**src/rtl/pipe_ctrl_pkg.sv**
```systemverilog
// pipe_ctrl_pkg: shared types and constants for the pipeline stall/flush/halt controller.
package pipe_ctrl_pkg;
  typedef enum logic [1:0] {RUN, DRAIN, HALTED} state_t;
  localparam logic [3:0] OPC_HLT = 4'hF;
  localparam int DRAIN_CYCLES_DEF = 4;
  localparam logic [3:0] REG_ZERO = 4'h0;
endpackage

```
**src/rtl/pipeline_ctrl_hazard_unit.sv**
```systemverilog
// hazard_unit: combinational load-use compare between execute destination and decode sources.
module hazard_unit
  import pipe_ctrl_pkg::*;
(
  input  logic [3:0] i_rs,
  input  logic [3:0] i_rt,
  input  logic       i_uses_rt,
  input  logic       i_memread,
  input  logic [3:0] i_rd,
  output logic       o_hazard
);
  assign o_hazard = i_memread && (i_rd != REG_ZERO) && ((i_rd == i_rs) || (i_uses_rt && (i_rd == i_rt)));
endmodule

```
**src/rtl/pipeline_ctrl.sv**
```systemverilog
// pipeline_ctrl: stall/flush/halt controller for the five-stage pipeline with a saturating stall counter.
module pipeline_ctrl
  import pipe_ctrl_pkg::*;
#(
  parameter int DRAIN_CYCLES = DRAIN_CYCLES_DEF
) (
  input  logic        clk,
  input  logic        rst,
  input  logic        if_halt,
  input  logic [3:0]  fd_rs,
  input  logic [3:0]  fd_rt,
  input  logic        fd_uses_rt,
  input  logic        dx_memread,
  input  logic [3:0]  dx_rd,
  input  logic        branch_taken,
  input  logic        imem_busy,
  input  logic        dmem_busy,
  output logic        pc_wen,
  output logic        fd_wen,
  output logic        dx_wen,
  output logic        xm_wen,
  output logic        mw_wen,
  output logic        fd_flush,
  output logic        dx_flush,
  output logic        halted,
  output logic [15:0] stall_cycles
);
  localparam int CW = $clog2(DRAIN_CYCLES + 1);
  state_t          r_state, w_next;
  logic [CW-1:0]   r_cnt;
  logic [15:0]     r_stall;
  logic            r_halted;
  logic            w_load_use;
  logic            w_stall;
  hazard_unit u_hazard (
    .i_rs      (fd_rs),
    .i_rt      (fd_rt),
    .i_uses_rt (fd_uses_rt),
    .i_memread (dx_memread),
    .i_rd      (dx_rd),
    .o_hazard  (w_load_use)
  );
  always_ff @(posedge clk or posedge rst)
    if (rst) r_state <= RUN;
    else r_state <= w_next;
  always_comb begin
    w_next = r_state;
    case (r_state)
      RUN:     if (!dmem_busy && !w_load_use && !branch_taken && !imem_busy && if_halt) w_next = DRAIN;
      DRAIN:   if (!dmem_busy && r_cnt == '0) w_next = HALTED;
      default: w_next = HALTED;
    endcase
  end
  always_comb begin
    {pc_wen, fd_wen, dx_wen, xm_wen, mw_wen} = '1;
    {fd_flush, dx_flush} = '0;
    case (r_state)
      RUN:
        if (dmem_busy) {pc_wen, fd_wen, dx_wen, xm_wen, mw_wen} = '0;
        else if (w_load_use) {pc_wen, fd_wen, dx_flush} = 3'b001;
        else if (branch_taken) fd_flush = 1'b1;
        else if (imem_busy) {pc_wen, fd_flush} = 2'b01;
        else if (if_halt) pc_wen = 1'b0;
      DRAIN: begin
        {pc_wen, fd_flush} = 2'b01;
        if (dmem_busy) {fd_wen, dx_wen, xm_wen, mw_wen} = '0;
      end
      default: {pc_wen, fd_wen, dx_wen, xm_wen, mw_wen} = '0;
    endcase
  end
  // a taken branch suppresses the imem stall, so only rules 1, 2 and 4 count
  assign w_stall = (r_state == RUN) && (dmem_busy || w_load_use || (!branch_taken && imem_busy));
  always_ff @(posedge clk or posedge rst)
    if (rst) begin
      r_cnt    <= '0;
      r_stall  <= '0;
      r_halted <= 1'b0;
    end else begin
      r_halted <= (r_state == HALTED);
      if (w_stall && r_stall != 16'hFFFF) r_stall <= r_stall + 16'd1;
      if (r_state == RUN && w_next == DRAIN) r_cnt <= CW'(DRAIN_CYCLES - 1);
      else if (r_state == DRAIN && !dmem_busy && r_cnt != '0) r_cnt <= r_cnt - 1'b1;
    end
  assign halted = r_halted;
  assign stall_cycles = r_stall;
endmodule

```
**config.mk**
```make
export PLATFORM = sky130hd
export DESIGN_NAME = pipeline_ctrl
export DESIGN_NICKNAME = d
export VERILOG_FILES = /design/src/rtl/pipe_ctrl_pkg.sv /design/src/rtl/pipeline_ctrl_hazard_unit.sv /design/src/rtl/pipeline_ctrl.sv
export SDC_FILE = /design/constraint.sdc
export NUM_CORES = 1
export LEC_CHECK = 0
export CORE_MARGIN = 3
export CORE_UTILIZATION = 42
export DETAILED_ROUTE_END_ITERATION = 10
export PLACE_DENSITY = 0.76
export SETUP_SLACK_MARGIN = 0.02
export SLEW_MARGIN = 20
export SYNTH_ARGS = -nofsm -noshare
export SYNTH_HDL_FRONTEND = slang
export SYNTH_SLANG_ARGS = --single-unit
```
**constraint.sdc**
```tcl
create_clock -name clk -period 2 [get_ports clk]
set_clock_uncertainty 0.2 [all_clocks]
set_input_delay 0.3 -clock clk [delete_from_list [all_inputs] [get_ports clk]]
set_output_delay 0.3 -clock clk [all_outputs]
set_load 0.01 [all_outputs]
```
**Word-level counts from Yosys, hierarchy flattened**

Cells that the tools add are included.

- Reductions and logical operators: 27
- Add/subtract/negate cells: 2
- Mux-type cells: 24
- Equal/unequal tests: 6

Operators by type and width:

| kind | count |
|---|---|
| two-way mux 1 bit | 17 |
| adder 16 x 1 -> 16 bit, second input constant | 1 |
| != test 16 bit, second input constant | 1 |
| logical AND 1 bit | 14 |
| == test 4 bit | 2 |
| two-way mux 3 bit | 2 |
| == test 2 x 1 -> 1 bit, second input constant | 2 |
| zero test 1 bit | 4 |
| two-way mux 2 bit | 2 |
| one-hot mux 1 bit (2 select lines) | 2 |
| one-hot mux 2 bit (2 select lines) | 1 |
| nonzero test 4 bit | 1 |
| zero test 3 bit | 1 |
| logical OR 1 bit | 3 |
| nonzero test 3 bit | 1 |
| subtractor 3 x 1 -> 3 bit, second input constant | 1 |
| == test 2 bit, second input constant | 1 |
| zero test 2 bit | 1 |
| nonzero test 2 bit | 1 |
| OR reduction 2 bit | 1 |

- Register bits after elaboration: 22
- Output and inout bits: 24

**Logic depth before layout (Yosys ltp)**

Gate-level depths: netlist (run 1).

- Depth after elaboration: 14
- Depth in mapped cells: 7

**Cells and area by module**

A second synthesis (run 1) with hierarchy kept.

- Cells, all modules: 132
- Area, all modules: 1340.0 µm²

Modules (own cells, without submodules):

| module | area each (µm²) | instances | seq. area each (µm²) | cells each |
|---|---|---|---|---|
| pipeline_ctrl | 1233.7 | 1 | 550.5 | 119 |
| hazard_unit | 106.4 | 1 | 0.0 | 13 |

**Worst setup path after synthesis (run 1)**

Ideal clock, no wire load.

- Path type: input-to-output
- Start point: input dx_rd[1]
- End point: output fd_flush
- Data arrival time: 1809 ps
- Path buffers: 1
- Stages on the path: 6
- Data required time: 1500 ps
- Setup slack: -309 ps
- Path through: o41a_1 > and3_4 > a221oi_4 > buf_6 > o21ai_0 > a21oi_1

- Cells in the longest elaborated chain, start to end: 7

RTL lines:

| what | line | RTL |
|---|---|---|
| start: declaration | pipeline_ctrl.sv:14 | `input logic [3:0] dx_rd,` |
| == test 4 bit | pipeline_ctrl_hazard_unit.sv:12 | `assign o_hazard = i_memread && (i_rd != REG_ZERO) && ((i_rd == i_rs) \|\| (i_uses_rt && (i_rd == i_rt)));` |
| logical AND 1 bit | pipeline_ctrl_hazard_unit.sv:12 |  |
| logical OR 1 bit | pipeline_ctrl_hazard_unit.sv:12 |  |
| logical AND 1 bit (*) | pipeline_ctrl_hazard_unit.sv:12 |  |
| two-way mux 1 bit (*) | pipeline_ctrl.sv:60 | `else if (w_load_use) {pc_wen, fd_wen, dx_flush} = 3'b001;` |
| two-way mux 1 bit (*) | pipeline_ctrl.sv:59 | `if (dmem_busy) {pc_wen, fd_wen, dx_wen, xm_wen, mw_wen} = '0;` |
| one-hot mux 1 bit (2 select lines) (*) | pipeline_ctrl.sv:57 | `case (r_state)` |
| end: declaration | pipeline_ctrl.sv:23 | `output logic fd_flush,` |

Every way passes the cells marked *; elsewhere a longest branch is shown, timed or not.

**Worst setup path in the final report (run 1)**

- Start point: input dx_rd[0]
- End point: output fd_flush

The elaborated chain is that of the path after synthesis.

==> results of run 1 <==
flip-flops by register name, indices dropped and copies added, names as in the netlist:
signal / count
halted: 1
r_cnt: 3
r_state: 2
stall_cycles: 16
kinds of logic (layout without fill, tap and decap cells):
| kind of cell | count (synthesis) | in the layout | share of synthesized area [%] |
|---|---|---|---|
| simple gates | 41 | 41 | 16.9 |
| flops | 22 | 22 | 39.5 |
| fa+ha+maj | 3 | 3 | 2.69 |
| compound gates | 34 | 34 | 19.0 |
| xor+xnor | 23 | 23 | 14.5 |
| buf+inv | 19 | 94 | 6.37 |
| mux | 1 | 1 | 1.08 |
area by class of cell:
class,instances,area [um^2]
inverters,12,45.0
well taps,44,55.1
fillers,238,785
multi-input cells,102,951
clock buffers,4,26.3
repair buffers,78,688
flip-flops and latches,22,553
per-layer routing:
metal	wire, um	part of all wire (%)	global-route usage [%]
met3	147	3.5	2.85
met1	1600	39	23.2
met2	2300	55	39.1
met4	101	2.4	7.82
met5	0	0	0
cells in the mapped netlist (3+ instances only):
library cell / number
dfrtp_1: 22
xor2_1: 20
inv_1: 12
a211oi_1: 11
nor2_1: 9
nand3_1: 7
a21oi_1: 6
nor3_1: 6
nand2_1: 5
nand4_1: 4
and4_1: 3
ha_1: 3
o21ai_0: 3
xnor2_1: 3
through the flow:
stage,hold WS [ns],TNS (ns)
2_1_floorplan,0.0892,-0.255
3_3_place_gp,0.276,-14.96
3_5_place_dp,0.291,-16.43
4_1_cts,0.123,-0.431
5_1_grt,0.130,-0.895
6_report,0.121,-0.376
power by group:
group / internal (mW) / total (mW) / switching (mW)
clock network: 0.0778 / 0.202 / 0.124
registers: 0.622 / 0.783 / 0.161
logic: 0.818 / 1.57 / 0.749
total: 1.52 / 2.55 / 1.03
what timing repair did:
action                     4_1_cts  5_1_grt
buffers inserted                 4        1
setup endpoints to repair       27       22
pin swaps                       15        8
cloned                           0        1
resized for setup               82       22
worst max-delay path by stage:
stage	to	cells past startpoint	slack (ns)
after floorplan	fd_flush	6	-0.17
after global placement	pc_wen	6	-0.95
after detailed placement	pc_wen	6	-1.02
after CTS	fd_flush	7	-0.17
after global routing	fd_flush	7	-0.21
final	fd_flush	7	-0.14
critical path: cells and delay by family:
family                 cells  cell delay (ns)
AO/OA/AOI/OAI              4             0.91
AND/OR/NAND/NOR            1             0.18
buffers and inverters      2             0.24
==> impl_results.md, run 1 <==
* Initial core utilization at 44.9%
* Critical Path Max Stage Delay at 0.45 ns
* Fin area at 2320 um^2
* Hold Crit Class: in -> async
* Area leader, netlist: dfrtp_1
* Final Util at 74.7%
* Crit end category: primary output
* Root Driver: clkbuf_4
* DR iter-0 viols at 61
* Netlist cell types at 38
* Synth Flop Type: dfrtp_1
* Setup Viol. Count Final at 6
* MaxCap Viol Count at 0
* Failing checks: negative setup slack
* Final wirelength at 4.15 mm
* Largest net degree at the start of global routing at 23
* Initial antenna violation count at 0
* Core Area at 3100 um^2
* Ratio of cells with drive above 1 in the final layout at 39.4%
* Critical Path Source: dx_rd[0]
* Vias at 1405
* Slew Limit Fails at 0
* Crit Path Class: in -> out
* Area growth, synth to finish at 66.3%
* GRT Util Overall at 20.7%
* Synth area leaders: dfrtp_1 (39%), xor2_1 (13%), a211oi_1 (5.9%)
* H-tree Lvls at 1
* Vias per Instance at 5.36
* Number of diodes at 0
* DIE AREA at 4050 um^2
* Synth async-reset ratio at 100%
* Minimum clock period at 2.14 ns
* Number of flops mapped to enable cells by yosys at 0
* Area fraction of the dominant cell type after synthesis at 39.5%
* Sequential area share after synthesis at 39.5%
* Fin. Hold Viols at 0
* Crit-path slowest cell: o41a_1
* Grt ovf at 0
* CP arrival at 1.64 ns
* DP Worst Slack at -1.02 ns
* Die span in x at 63.6 um
* Pwr dens at 1100 nW/um^2
* Tot Pwr at 2.55 mW
* Site Rows at 20
* Post-DRT Antenna Nets at 0
* Post-Layout Cell Count at 262
* Placed insts at 252
* Cells after Synth at 143
* Post-Synthesis Net Count at 166
* Outcome: complete, but fails checks
* Placer congestion estimate at 0.806
* RSZ-0062 raised after global routing: true
* I/O Pins at 44
* # hold bufs at CTS at 0
* CP startpoint kind: primary input
* IO Port Bufs at 43
* PnR worst setup slack at -0.138 ns
* DRC Markers at 0
* Placed wire-length estimate at 2.99 mm
* Achievable frequency at 468 MHz
* Die H at 63.6 um
* Most common cell after layout, fill and taps aside: buf_4
* Crit Reg-Reg Startpoint: stall_cycles[0]
* Most frequent cells in the layout: buf_4 (30), clkdlybuf4s50_1 (22), dfrtp_1 (20)
* Pre-antenna DRT Iters at 4
* Final worst-path cycle share at 107%
* First-pass GRT wire length at 6.80 mm
* CP Max Fanout at 2
* Worst Reg-to-Reg Cells at 7
* Cts bufs inserted at 3
* Max IR drop VDD at 461 uV
* CP required at 1.50 ns
* Clock Latency Late Sink at 0.30 ns
* DP Area at 2070 um^2
* Clock sinks at 22
* Synth Register Bits at 22
* Vias in the first global route at 1486
* Worst-margin pin slew at 0.375 ns
* Worst-path cell chain: buf_8, o41a_1, and3_4, a221oi_4, o21ai_2, a21oi_2, buf_2
* Nets at 242
* CTS tree: yes
* Leak pwr at 0.949 nW
* R2R Setup Slk at 0.05 ns
* Clock transition at path regs at 0.11 ns
* Maximum clock path buffer count at 2
* RR Endpoint: stall_cycles[4]
* YS warnings at 0
* Max_slew headroom at 74.7%
* Routed len/inst at 15.8 um
* Post-Syn Area at 1390 um^2
* Syn Area/Cell at 9.75 um^2
(Power assumes the default switching activity.)
==> run 2: changes to the inputs <==
- CORE_UTILIZATION: 42 -> 41
- SYNTH_HIERARCHICAL: unset -> 1
==> impl_results.md, run 2 <==
* DP Worst Slack at -0.944 ns (was -1.02 ns)
* Nets at 231 (was 242)
* Final wirelength at 4.08 mm (was 4.15 mm)
* First-pass GRT wire length at 6.29 mm (was 6.80 mm)
* Die H at 63.2 um (was 63.6 um)
* Placed wire-length estimate at 2.54 mm (was 2.99 mm)
* MaxCap Viol Count at 0 (unchanged)
* Cts bufs inserted at 3 (unchanged)
* Worst Reg-to-Reg Cells at 5 (was 7)
* Core Area at 3080 um^2 (was 3100 um^2)
* Fin area at 2390 um^2 (was 2320 um^2)
* Netlist cell types at 42 (was 38)
* Leak pwr at 1.06 nW (was 0.949 nW)
* Final worst-path cycle share at 107% (about the same)
* Clock power share at 15.5% (was 7.9%)
* Tot Pwr at 1.69 mW (was 2.55 mW)
* I/O Pins at 44 (unchanged)
* Clock transition at path regs at 0.13 ns (was 0.11 ns)
* Synth area leaders: dfrtp_1 (41%), xor2_1 (9.8%), nor4_1 (4.2%) (was dfrtp_1 (39%), xor2_1 (13%), a211oi_1 (5.9%))
* R2R Setup Slk at 0.05 ns (about the same)
* Minimum clock period at 2.13 ns (was 2.14 ns)
* CP Max Fanout at 2 (unchanged)
* Most numerous cell in the Yosys netlist: dfrtp_1 (unchanged)
* Ratio of cells with drive above 1 in the final layout at 39.6% (was 39.4%)
* Placed insts at 232 (was 252)
* Worst path most repeated cell: buf_6
* Worst-margin pin slew at 0.510 ns (was 0.375 ns)
* Slew Limit Fails at 0 (unchanged)
* Post-DRT Antenna Nets at 0 (unchanged)
* Placer congestion estimate at 0.852 (was 0.806)
* Grt ovf at 0 (unchanged)
* Outcome: complete, but fails checks (unchanged)
* Internal Power at 1.08 mW (was 1.52 mW)
* Post-Synthesis Net Count at 155 (was 166)
* DRC Markers at 0 (unchanged)
* Largest net degree at the start of global routing at 23 (unchanged)
* Hold Crit Class: in -> async (unchanged)
* PnR worst setup slack at -0.133 ns (was -0.138 ns)
* GRT Util Overall at 20.4% (was 20.7%)
* Root Driver: clkbuf_4 (unchanged)
* H-tree Lvls at 1 (unchanged)
* Crit Reg-Reg Startpoint: stall_cycles[11] (was stall_cycles[0])
* Area leader, netlist: dfrtp_1 (unchanged)
* Synth Flop Type: dfrtp_1 (unchanged)
* CTS tree: yes (unchanged)
* Cells after Synth at 132 (was 143)
* IO Port Bufs at 43 (unchanged)
* Clock Latency Late Sink at 0.33 ns (was 0.30 ns)
* RR Endpoint: stall_cycles[1] (was stall_cycles[4])
* Initial antenna violation count at 0 (unchanged)
* Number of diodes at 0 (unchanged)
* Critical Path Max Stage Delay at 0.31 ns (was 0.45 ns)
* Number of flops mapped to enable cells by yosys at 0 (unchanged)
* Die span in x at 63.2 um (was 63.6 um)
* Comb pwr share at 46.3% (was 61.4%)
* Syn Area/Cell at 10.2 um^2 (was 9.75 um^2)
* YS warnings at 6 (was 0)
* Crit Path Class: in -> out (unchanged)
* DP Area at 1930 um^2 (was 2070 um^2)
* Initial core utilization at 43.5% (was 44.9%)
* Area growth, synth to finish at 78.3% (was 66.3%)
* Post-Syn Area at 1340 um^2 (was 1390 um^2)
* Crit end category: primary output (unchanged)
* Max_slew headroom at 65.7% (was 74.7%)
* Maximum clock path buffer count at 2 (unchanged)
* Sequential area share after synthesis at 41.1% (was 39.5%)
* Routed len/inst at 16.3 um (was 15.8 um)
* Failing checks: negative setup slack (unchanged)
* CP arrival at 1.63 ns (was 1.64 ns)
* CP startpoint kind: primary input (unchanged)
* # hold bufs at CTS at 0 (unchanged)
* Synth async-reset ratio at 100% (unchanged)
* Post-Layout Cell Count at 251 (was 262)
* Achievable frequency at 469 MHz (was 468 MHz)
* Switching part of the total power at 35.9% (was 40.5%)
* Max reg flops at 16 (unchanged)
* Setup Viol. Count Final at 15 (was 6)
* Synth Register Bits at 22 (unchanged)
* CP required at 1.50 ns (about the same)
* Sequential power share at 38.2% (was 30.7%)
* Sw Pwr at 0.608 mW (was 1.03 mW)
* Pwr dens at 708 nW/um^2 (was 1100 nW/um^2)
* Sum Neg Setup Slack at -0.876 ns (was -0.376 ns)
* DR iter-0 viols at 53 (was 61)
* Vias in the first global route at 1337 (was 1486)
* Vias per Instance at 5.32 (was 5.36)
* DIE AREA at 3990 um^2 (was 4050 um^2)
* Synth cell count leaders: dfrtp_1 (22), xor2_1 (15), nand2_1 (11) (was dfrtp_1 (22), xor2_1 (20), inv_1 (12))
* Clock sinks at 22 (unchanged)
* Vias at 1335 (was 1405)
* Pre-antenna DRT Iters at 4 (unchanged)
* Site Rows at 20 (unchanged)
* Area fraction of the dominant cell type after synthesis at 41.1% (was 39.5%)
* Worst-path cell chain: buf_6, buf_6, xor2_2, nor4_4, o2bb2ai_4, buf_6, nor2b_4, and2_1, buf_2 (was buf_8, o41a_1, and3_4, a221oi_4, o21ai_2, a21oi_2, buf_2)
* Most frequent cells in the layout: clkdlybuf4s50_1 (22), buf_4 (22), dfrtp_1 (20) (was buf_4 (30), clkdlybuf4s50_1 (22), dfrtp_1 (20))
* RSZ-0062 raised after global routing: true (unchanged)
* Crit-path slowest cell: nor4_4 (was o41a_1)
* Fin. Hold Viols at 0 (unchanged)
* Max IR drop VDD at 596 uV (was 461 uV)
-- run 2: changes by cell type in the layout (fill, tap and decap cells not counted), sizes merged, moves of 3 or more --
cell / delta
a21oi: -6
xnor2: +3
clkdlybuf4s15: +3
clkbuf: -4
buf: -5
a211oi: -11
nand2: +6
o21ai: +3
nor4: +10
xor2: -5
inv: -6
-- run 2: power groups by stage --
stage / clock (mW) / combinational (mW) / sequential (mW)
finish: 0.262 / 0.784 / 0.646
global route: 0.293 / 0.845 / 0.663
CTS: 0.253 / 0.668 / 0.622
detailed placement: 0 / 0.607 / 0.624
global placement: 0 / 0.585 / 0.615
floorplan: 0 / 0.264 / 0.650
-- run 2: cell families (layout without fill, tap and decap cells) --
kind of cell	count (synthesis)	count (layout)	share of synthesized area (%)
buf+inv	9	84	3.17
xor+xnor	21	21	13.7
simple gates	58	58	27.7
flops	22	22	41.1
compound gates	17	17	9.62
mux	2	2	1.87
fa+ha+maj	3	3	2.80
-- run 2: metrics by stage --
stage	hold WS [ns]	util [%]
2_1_floorplan	0.0892	-
3_3_place_gp	0.295	62.8
3_5_place_dp	0.309	62.8
4_1_cts	0.112	70.9
5_1_grt	0.0984	77.6
6_report	0.0860	77.6
-- run 2: how the worst max path moves through the flow --
stage | from | endpoint | slack [ns] | depth (start not counted)
floorplan | dx_rd[0] | stall_cycles[1] | -0.04 | 7
global placement | dx_rd[0] | dx_flush | -0.89 | 9
detailed placement | dx_rd[0] | dx_flush | -0.94 | 9
CTS | dx_rd[2] | pc_wen | -0.21 | 8
global route | dx_rd[0] | dx_flush | -0.24 | 10
finish | dx_rd[0] | dx_flush | -0.13 | 9
-- run 2: routing by layer --
| layer | vias up | global-route usage (%) | share of wire, % |
|---|---|---|---|
| met3 | 10 | 4.10 | 5.0 |
| met4 | 0 | 9.16 | 3.0 |
| li1 | 627 | - | - |
| met2 | 46 | 36.5 | 53 |
| met5 | - | 0 | 0 |
| met1 | 652 | 23.4 | 39 |
-- run 2: cell type report --
cell class                 instances  area, um^2
clock buffer                       4        36.3
fill                             207         688
inverter                           6        22.5
multi-input combinational        101        1030
sequential                        22         553
tap                               44        55.1
timing repair buffer              74         692
-- run 2: worst max-delay path, delay by kind of cell --
kind | cells | cell delay [ns]
XOR/XNOR | 1 | 0.17
AO/OA/AOI/OAI | 1 | 0.16
buffers and inverters | 4 | 0.43
AND/OR/NAND/NOR | 3 | 0.56
-- run 2: timing repair --
item | in CTS | in global routing
gates resized for setup | 79 | 29
setup buffers | 7 | 10
pin swaps | 26 | 19
endpoints found under the setup margin | 27 | 23
